==> src/rtl/inst_fetcher.sv <==
// Instruction fetch front end: fetch PC, direct-mapped one-word I-cache,
// memory-controller refill and a valid/issue handshake to the decoder.
module inst_fetcher #(
    parameter logic [31:0] RESET_PC     = 32'h0,
    parameter int          ICACHE_LINES = 16
) (
    input  logic        clk_in,
    input  logic        rst_in,
    input  logic        rdy_in,
    output logic        mem_req,
    output logic [31:0] mem_addr,
    input  logic        mem_ready,
    input  logic [31:0] mem_data,
    output logic        valid,
    output logic [31:0] inst,
    output logic [31:0] inst_addr,
    input  logic        issue_signal,
    input  logic [31:0] next_pc,
    input  logic        wrong_predicted,
    input  logic [31:0] correct_pc
);
    localparam int IDX   = $clog2(ICACHE_LINES);
    localparam int TAG_W = 32 - 2 - IDX;

    typedef enum logic [1:0] {IDLE, FETCH, HOLD} state_t;

    state_t                  r_state;
    logic [31:0]             r_pc;
    logic                    r_discard;
    logic                    r_mem_req;
    logic [31:0]             r_mem_addr;
    logic                    r_valid;
    logic [31:0]             r_inst;
    logic [31:0]             r_inst_addr;
    logic [ICACHE_LINES-1:0] r_cv;
    logic [TAG_W-1:0]        r_ctag  [ICACHE_LINES];
    logic [31:0]             r_cdata [ICACHE_LINES];

    logic [IDX-1:0]   w_idx;
    logic [TAG_W-1:0] w_tag;
    logic [IDX-1:0]   w_fill_idx;
    logic [TAG_W-1:0] w_fill_tag;
    logic             w_hit;
    logic             w_fill;

    assign w_idx      = r_pc[IDX+1:2];
    assign w_tag      = r_pc[31:IDX+2];
    assign w_fill_idx = r_mem_addr[IDX+1:2];
    assign w_fill_tag = r_mem_addr[31:IDX+2];
    assign w_hit      = r_cv[w_idx] && (r_ctag[w_idx] == w_tag);
    // Refill happens on every response, including ones being discarded after a flush.
    assign w_fill     = rdy_in && (r_state == FETCH) && mem_ready;

    assign mem_req   = r_mem_req;
    assign mem_addr  = r_mem_addr;
    assign valid     = r_valid;
    assign inst      = r_inst;
    assign inst_addr = r_inst_addr;

    always_ff @(posedge clk_in or negedge rst_in) begin
        if (!rst_in) begin
            r_state     <= IDLE;
            r_pc        <= RESET_PC;
            r_discard   <= 1'b0;
            r_mem_req   <= 1'b0;
            r_mem_addr  <= 32'h0;
            r_valid     <= 1'b0;
            r_inst      <= 32'h0;
            r_inst_addr <= 32'h0;
            r_cv        <= '0;
        end else if (rdy_in) begin
            case (r_state)
                IDLE: begin
                    if (wrong_predicted) begin
                        r_pc <= correct_pc;
                    end else if (w_hit) begin
                        r_inst      <= r_cdata[w_idx];
                        r_inst_addr <= r_pc;
                        r_valid     <= 1'b1;
                        r_state     <= HOLD;
                    end else begin
                        r_mem_req  <= 1'b1;
                        r_mem_addr <= r_pc;
                        r_state    <= FETCH;
                    end
                end
                FETCH: begin
                    if (mem_ready) begin
                        r_cv[w_fill_idx] <= 1'b1;
                        r_mem_req        <= 1'b0;
                        if (r_discard || wrong_predicted) begin
                            r_discard <= 1'b0;
                            r_state   <= IDLE;
                            if (wrong_predicted) begin
                                r_pc <= correct_pc;
                            end
                        end else begin
                            r_inst      <= mem_data;
                            r_inst_addr <= r_pc;
                            r_valid     <= 1'b1;
                            r_state     <= HOLD;
                        end
                    end else if (wrong_predicted) begin
                        // The bus request cannot be cancelled; drop its response instead.
                        r_pc      <= correct_pc;
                        r_discard <= 1'b1;
                    end
                end
                HOLD: begin
                    if (wrong_predicted) begin
                        r_valid <= 1'b0;
                        r_pc    <= correct_pc;
                        r_state <= IDLE;
                    end else if (issue_signal) begin
                        r_valid <= 1'b0;
                        r_pc    <= next_pc;
                        r_state <= IDLE;
                    end
                end
                default: r_state <= IDLE;
            endcase
        end
    end

    // Tag/data arrays carry no reset; line validity lives in r_cv.
    always_ff @(posedge clk_in) begin
        if (w_fill) begin
            r_ctag[w_fill_idx]  <= w_fill_tag;
            r_cdata[w_fill_idx] <= mem_data;
        end
    end
endmodule

==> config.mk <==
export PLATFORM = sky130hd
export DESIGN_NAME = inst_fetcher
export DESIGN_NICKNAME = d
export VERILOG_FILES = /design/src/rtl/inst_fetcher.sv
export SDC_FILE = /design/constraint.sdc
export NUM_CORES = 1
export LEC_CHECK = 0
export BUFFER_PORTS_ARGS = -buffer_cell sky130_fd_sc_hd__buf_2
export CORE_ASPECT_RATIO = 0.75
export CORE_UTILIZATION = 61
export DETAILED_ROUTE_END_ITERATION = 10
export GPL_ROUTABILITY_DRIVEN = 1
export HOLD_SLACK_MARGIN = 0.03
export PLACE_DENSITY = 0.79
export REMOVE_ABC_BUFFERS = 1
export SYNTH_ARGS = -nofsm -noshare
export SYNTH_HDL_FRONTEND = slang
export SYNTH_SLANG_ARGS = --single-unit
==> constraint.sdc <==
create_clock -name clk_in -period 8.3 [get_ports clk_in]
set_clock_uncertainty 0.05 [all_clocks]
set_input_delay 0.415 -clock clk_in [delete_from_list [all_inputs] [get_ports clk_in]]
set_output_delay 0.415 -clock clk_in [all_outputs]
set_load 0.05 [all_outputs]
Word-level counts from Yosys, hierarchy flattened
Memories as Yosys holds them, arrays and structs flattened.
Index checks and enable logic that the tools add are counted.
{ "op_classes": {"eq_ne": 11, "reduce_logical": 17, "magnitude_cmp": 3, "n_bitwise": 3, "n_mux": 43} }
{ "ops": {"columns": ["cell", "n"], "rows": [
  ["2-to-1 mux 32 bit", 13],
  ["case mux 32 bit (2 select lines)", 2],
  ["case mux 32 bit (3 select lines)", 1],
  ["== test 26 bit", 1],
  ["2-to-1 mux 1 bit", 16],
  ["OR 16 bit", 1],
  ["AND reduction 4 bit", 4],
  ["2-to-1 mux 2 bit", 6],
  ["< comparator 4 x 5 -> 1 bit, second input constant", 2],
  ["!= test 2 bit, second input constant", 5],
  ["AND reduction 7 bit", 1],
  ["case mux 2 bit (3 select lines)", 1],
  ["AND reduction 6 bit", 1],
  ["AND reduction 5 bit", 1],
  ["binary-select mux 1 bit (select 4 bit)", 1],
  ["demux 1 bit (select 4 bit)", 1],
  ["greater-or-equal comparator 4 x 1 -> 1 bit, second input constant", 1],
  ["logical AND 1 bit", 4],
  ["nonzero test 2 bit", 2],
  ["!= test 3 x 2 -> 1 bit, second input constant", 1],
  ["!= test 3 bit, second input constant", 1],
  ["case mux 1 bit (3 select lines)", 1],
  ["AND reduction 3 bit", 1],
  ["nonzero test 3 bit", 1],
  ["other kinds (7)", 8]
]} }
{ "totals": {"word_cells": 88, "inputBits": 102, "regBits": 149, "output_inout_bits": 98, "ramBits": 928, "memories": 2} }
{ "memory_table": {"columns": ["name", "depth", "word_bits", "read_ports", "rd_ports_with_merged_regs", "wr", "line_no", "rtl"], "rows": [
  ["r_cdata", 16, 32, 1, 0, 1, "37", "logic [31:0] r_cdata [ICACHE_LINES];"],
  ["r_ctag", 16, 26, 1, 0, 1, "36", "logic [TAG_W-1:0] r_ctag [ICACHE_LINES];"]
]} }

Longest topological paths before layout
{ "logic_depth": {"word_depth": 6, "depth_mapped": 15, "ltp_nobuf": 9} }

Worst setup path after synthesis
OpenSTA, ideal clock, no wires.
{ "synth_path": {"kind": "register to register", "from": "register r_state[0]", "to": "register r_cv[0]", "t_required_ns": 8.161, "period_less_slack_ns": 6.097, "setup_ns": 0.089, "n_path_buf": 1, "slack_ns": 2.203, "path_stages_with_launch": 8, "arrival_time_ns": 5.958, "cell_sequence": "dfrtp_1 clkbuf_1 inv_1 nor2_1 nand3_1 or3_1 nor3_1 or2_2"} }
{ "synth_via": {"elab_chain_len": 2} }
{ "synth_lines": {"columns": ["element", "line_no", "rtl"], "rows": [
  ["start: declaration", "27", "state_t r_state;"],
  ["start signal: assignment", "62", "r_state <= IDLE;"],
  ["start signal: assignment", "80", "r_state <= HOLD;"],
  ["start signal: assignment", "84", "r_state <= FETCH;"],
  ["== test 2 x 1 -> 1 bit", "72", "case (r_state)"],
  ["AND reduction 3 bit (no source line)", null, null],
  ["end signal: assignment", "70", "r_cv <= '0;"],
  ["end signal: indexed assignment", "89", "r_cv[w_fill_idx] <= 1'b1;"],
  ["end: declaration", "35", "logic [ICACHE_LINES-1:0] r_cv;"]
]} }
No other way between the ends.
A chain may end at the register's enable or synchronous reset.

Final worst setup path
{ "layout_path": {"from": "register r_pc[3]", "to": "register r_mem_addr[18], in the netlist mem_addr[18]"} }
{ "layout_via": {"elab_chain_len": 5, "word_cells_on_any_way": 7, "cone_classes": "eq/ne (1); mux (2); bitwise (1); reduce/logical (2); memory (1)"} }
{ "layout_lines": {"columns": ["element", "line_no", "rtl"], "rows": [
  ["start: declaration", "28", "logic [31:0] r_pc;"],
  ["start signal: assignment", "75", "r_pc <= correct_pc;"],
  ["start signal: assignment", "95", "r_pc <= correct_pc;"],
  ["start signal: assignment", "105", "r_pc <= correct_pc;"],
  ["memory read (16 x 26 bit) / binary-select mux 1 bit (select 4 bit) (equally long branches)", null, null],
  ["== test 26 bit / 2-to-1 mux 1 bit (equally long branches)", "50", "assign w_hit = r_cv[w_idx] && (r_ctag[w_idx] == w_tag);"],
  ["logical AND 1 bit (*)", "50", null],
  ["inverter 1 bit (no source line) (*)", null, null],
  ["AND reduction 4 bit (no source line) (*)", null, null],
  ["end signal: assignment", "83", "r_mem_addr <= r_pc;"],
  ["end: declaration", "31", "logic [31:0] r_mem_addr;"]
]} }
Every way passes the cells marked *; elsewhere a longest branch is shown, timed or not. The select of a mux whose other input is x is not followed.

==> flow_summary_export.csv <==
group,metric,value,unit
logic_synthesis,synth-warning-count,0,
logic_synthesis,synth_seq_area_share,75.6,%
logic_synthesis,syn_inst,1982,
cells_and_area,final.fill_count,3788,
drt,viasPerCell,6.60,
floorplan,ios,200,
drt,first_pass_iters,5,
critical_path,end_kind,"flip-flop",
worst_hold_path,holdCritPathClass,"input port to flip-flop",
placement,place_hpwl,48800,um
sta,min_period,5.39,ns
drt,dr_total_vias,21400,
critical_path,crit_path_max_fanout,122,
grt,grt_pass1_wl,145000,um
logic_synthesis,avgSynthCellArea,21.1,um2
sta,setup_violations,0,
critical_path,critPathSlowestCell,"dfrtp_4",
pwr,total_power,16.0,mW
floorplan,fp.dieArea,0.0696,mm2
clock_network,cts_tree,"done",
grt,grt_usage,28.8,%
clock_network,cts.reportedPaths.clkPinSlew,0.06,ns
clock_network,cts_setup_buffers,0,
cells_and_area,nets,2376,
cells_and_area,utilization,70.9,%
critical_path,critical_path_class,"flip-flop to flip-flop",
grt,grt_antenna_before_repair,5,
sta,rsz0062_at_grt,"no",
drt,drt_wl_total,98100,um
cells_and_area,drive_gt1_share,31.5,%
logic_synthesis,syn-cell-area,0.0418,mm2
clock_network,clockBufferDepth,3,
critical_path,cp_data_required_time,8.77,ns
clock_network,cts_resized,0,
clock_network,cts_made_buffers,96,
drt,wire_per_inst,30.3,um
logic_synthesis,synth-seq-cells,1077,
critical_path,cp_top_family,"simple AND/OR/NAND/NOR gates",
logic_synthesis,yosysUniqueCellTypes,53,
clock_network,cts_sinks,1077,
pwr,leakage,16.4,nW
sta,finalCritPeriodShare,64.9,%
clock_network,clockRootBuffer,"clkbuf_16",
pwr,p_per_area,335,mW/mm2
placement,routabilityCongestion,0.838,
grt,grt_overflow,0,
cells_and_area,syn_to_final_growth,14.2,%
job,max_cap_violations,0,
critical_path,cp-start-kind,"flip-flop",
placement,io_buffers,199,
sta,hold_violations,0,
grt,first_global_vias,22100,
outcome,outcome,"completed",
logic_synthesis,ys.flop_type,"edfxtp_1",
clock_network,cts_hold_buf,55,
sta,drv_slew,0,
floorplan,core_area,0.0673,mm2
logic_synthesis,synth_edf_count,928,
logic_synthesis,async_flop_share,13.8,%
critical_path,cp.arrival,5.86,ns
floorplan,die_h,229,um
grt,grt_max_degree,123,
floorplan,core.rowCount,82,
sta,fmaxAchievable,0.186,GHz
sta,worst_pin_slew,1.32,ns
floorplan,initial_core_util,62.1,%
clock_network,clk_latency,0.66,ns
drt,ant_nets,0,
critical_path,critPathMaxStageDelay,0.92,ns
pwr,ir_drop,304,uV
drt,drt_iter0_markers,2454,
floorplan,dieWidth,304,um
critical_path,cp_cell_sequence,"buf_12, mux4_2, mux2i_1, mux2i_1, xnor2_1, nand4_1, nor4_1, nand4_1, nand2_2, mux2_2",
drt,drc,0,
critical_path,path_buf_inv,1,
sta,slew_headroom,11.5,%
clock_network,cts_htree_levels,3,
==> layer usage <==
layer	part of all wire, %	up-vias	routed length, um	track usage [%]
li1	-	8654	-	-
met1	38	11200	37200	39.2
met2	50	1278	49400	48.0
met3	9.1	211	8930	6.18
met4	2.6	4	2580	8.13
met5	0.020	-	20	0
==> area by class of cell <==
class                   count  area (um2)  share of cell area [%]
repair buffers            296        1910                    4.00
multi-input cells         796        9820                    20.6
clock buffers             139        2830                    5.93
flip-flops and latches   1077       31600                    66.2
well taps                 882        1100                    2.31
inverters                   7        28.8                  0.0603
diodes                      2        5.00                  0.0105
clock inverters            41         439                   0.920
==> through the flow <==
step / worst slack [ns] / hold slack, ns / instance area, um2 / instances / setup TNS [ns]
after floorplan: -5.60 / 0.0694 / 41300 / 1880 / -454.18
after global placement: 3.08 / 0.396 / 43900 / 3003 / 0
after detailed placement: 3.10 / 0.402 / 43900 / 3003 / 0
after CTS: 3.02 / 0.0315 / 47700 / 3238 / 0
after global routing: 2.68 / 0.0556 / 47700 / 3238 / 0
final: 2.91 / 0.0527 / 47700 / 3240 / 0
==> tightest hold or removal path: cells and delay by family <==
kind | cells | cell delay [ns]
AOI/OAI and AO/OA | 1 | 0.15
buffers and inverters | 1 | 0.08
muxes | 1 | 0.07
==> path summary, 6_finish.rpt <==
kind | start | end | slack [ns] | depth (start not counted)
setup / recovery | r_pc[3] | mem_addr[18] | 2.91 | 10
hold reg to reg | r_cv[9] | r_cv[9] | 0.43 | 1
max in group asynchronous | rst_in | r_pc[2] | 6.22 | 3
setup reg to reg | r_pc[3] | mem_addr[18] | 2.91 | 10
min in group asynchronous | rst_in | inst[23] | 0.32 | 2
hold / removal | correct_pc[9] | r_pc[9] | 0.05 | 3
==> registers in the layout, indices dropped and copies added, names as in the netlist <==
name and count:
mem_addr 32, mem_req 1, inst_addr 32, r_ctag 416, inst 32, r_pc 32
valid 1, r_cv 16, r_cdata 512, r_state 2, r_discard 1
==> power by group <==
group	internal [mW]	total (mW)	switching [mW]	leakage, nW
combinational	1.69	4.20	2.52	4.56
sequential	6.58	7.21	0.634	10.2
clock	2.65	4.56	1.91	1.59
==> Yosys cell counts, drive strengths merged (2+ instances only) <==
library cell	count	area [um2]
edfxtp	928	27900
mux4	262	5900
dfrtp	149	3730
nand2	148	556
mux2	107	1200
mux2i	75	751
buf	62	364
clkbuf	40	150
o21ai	36	180
nor2	33	124
xnor2	29	254
or2	16	100
nor3	10	50.1
nand3	9	45.0
a21oi	8	40.0
inv	6	22.5
nand2b	6	37.5
nand4	5	31.3
nor2b	4	25.0
o221ai	4	35.0
o22ai	4	25.0
xor2	4	35.0
a211oi	3	22.5
a31oi	3	18.8
nand3b	3	22.5
or3	3	18.8
nor4	2	12.5
o211ai	2	15.0
==> cells by family (layout without fill, tap and decap cells) <==
group | count (synthesis) | count (layout) | share of synthesized area, %
XOR/XNOR | 33 | 33 | 0.691
other | 0 | 2 | 0
AND/OR/NAND/NOR | 244 | 244 | 2.55
flip-flops | 1077 | 1077 | 75.6
buffers and inverters | 109 | 483 | 1.29
AO/OA/AOI/OAI | 75 | 75 | 1.12
multiplexers | 444 | 444 | 18.8
==> placed cells by master, fill, tap and decap left out, drive strengths merged, types with 4 or more instances in the layout <==
cell type and n:
dlygate4sd3 55, dfrtp 149, edfxtp 928, xor2 4, nor3 10, o221ai 4
o21ai 36, or2 16, mux2i 75, nor2 33, a21oi 8, bufinv 9
mux4 262, mux2 107, nor2b 4, clkinv 28, nand2b 6, nand4 5
clkbuf 140, nand2 148, nand3 9, xnor2 29, o22ai 4, clkinvlp 5
inv 6, buf 240
(Power assumes the default switching activity.)
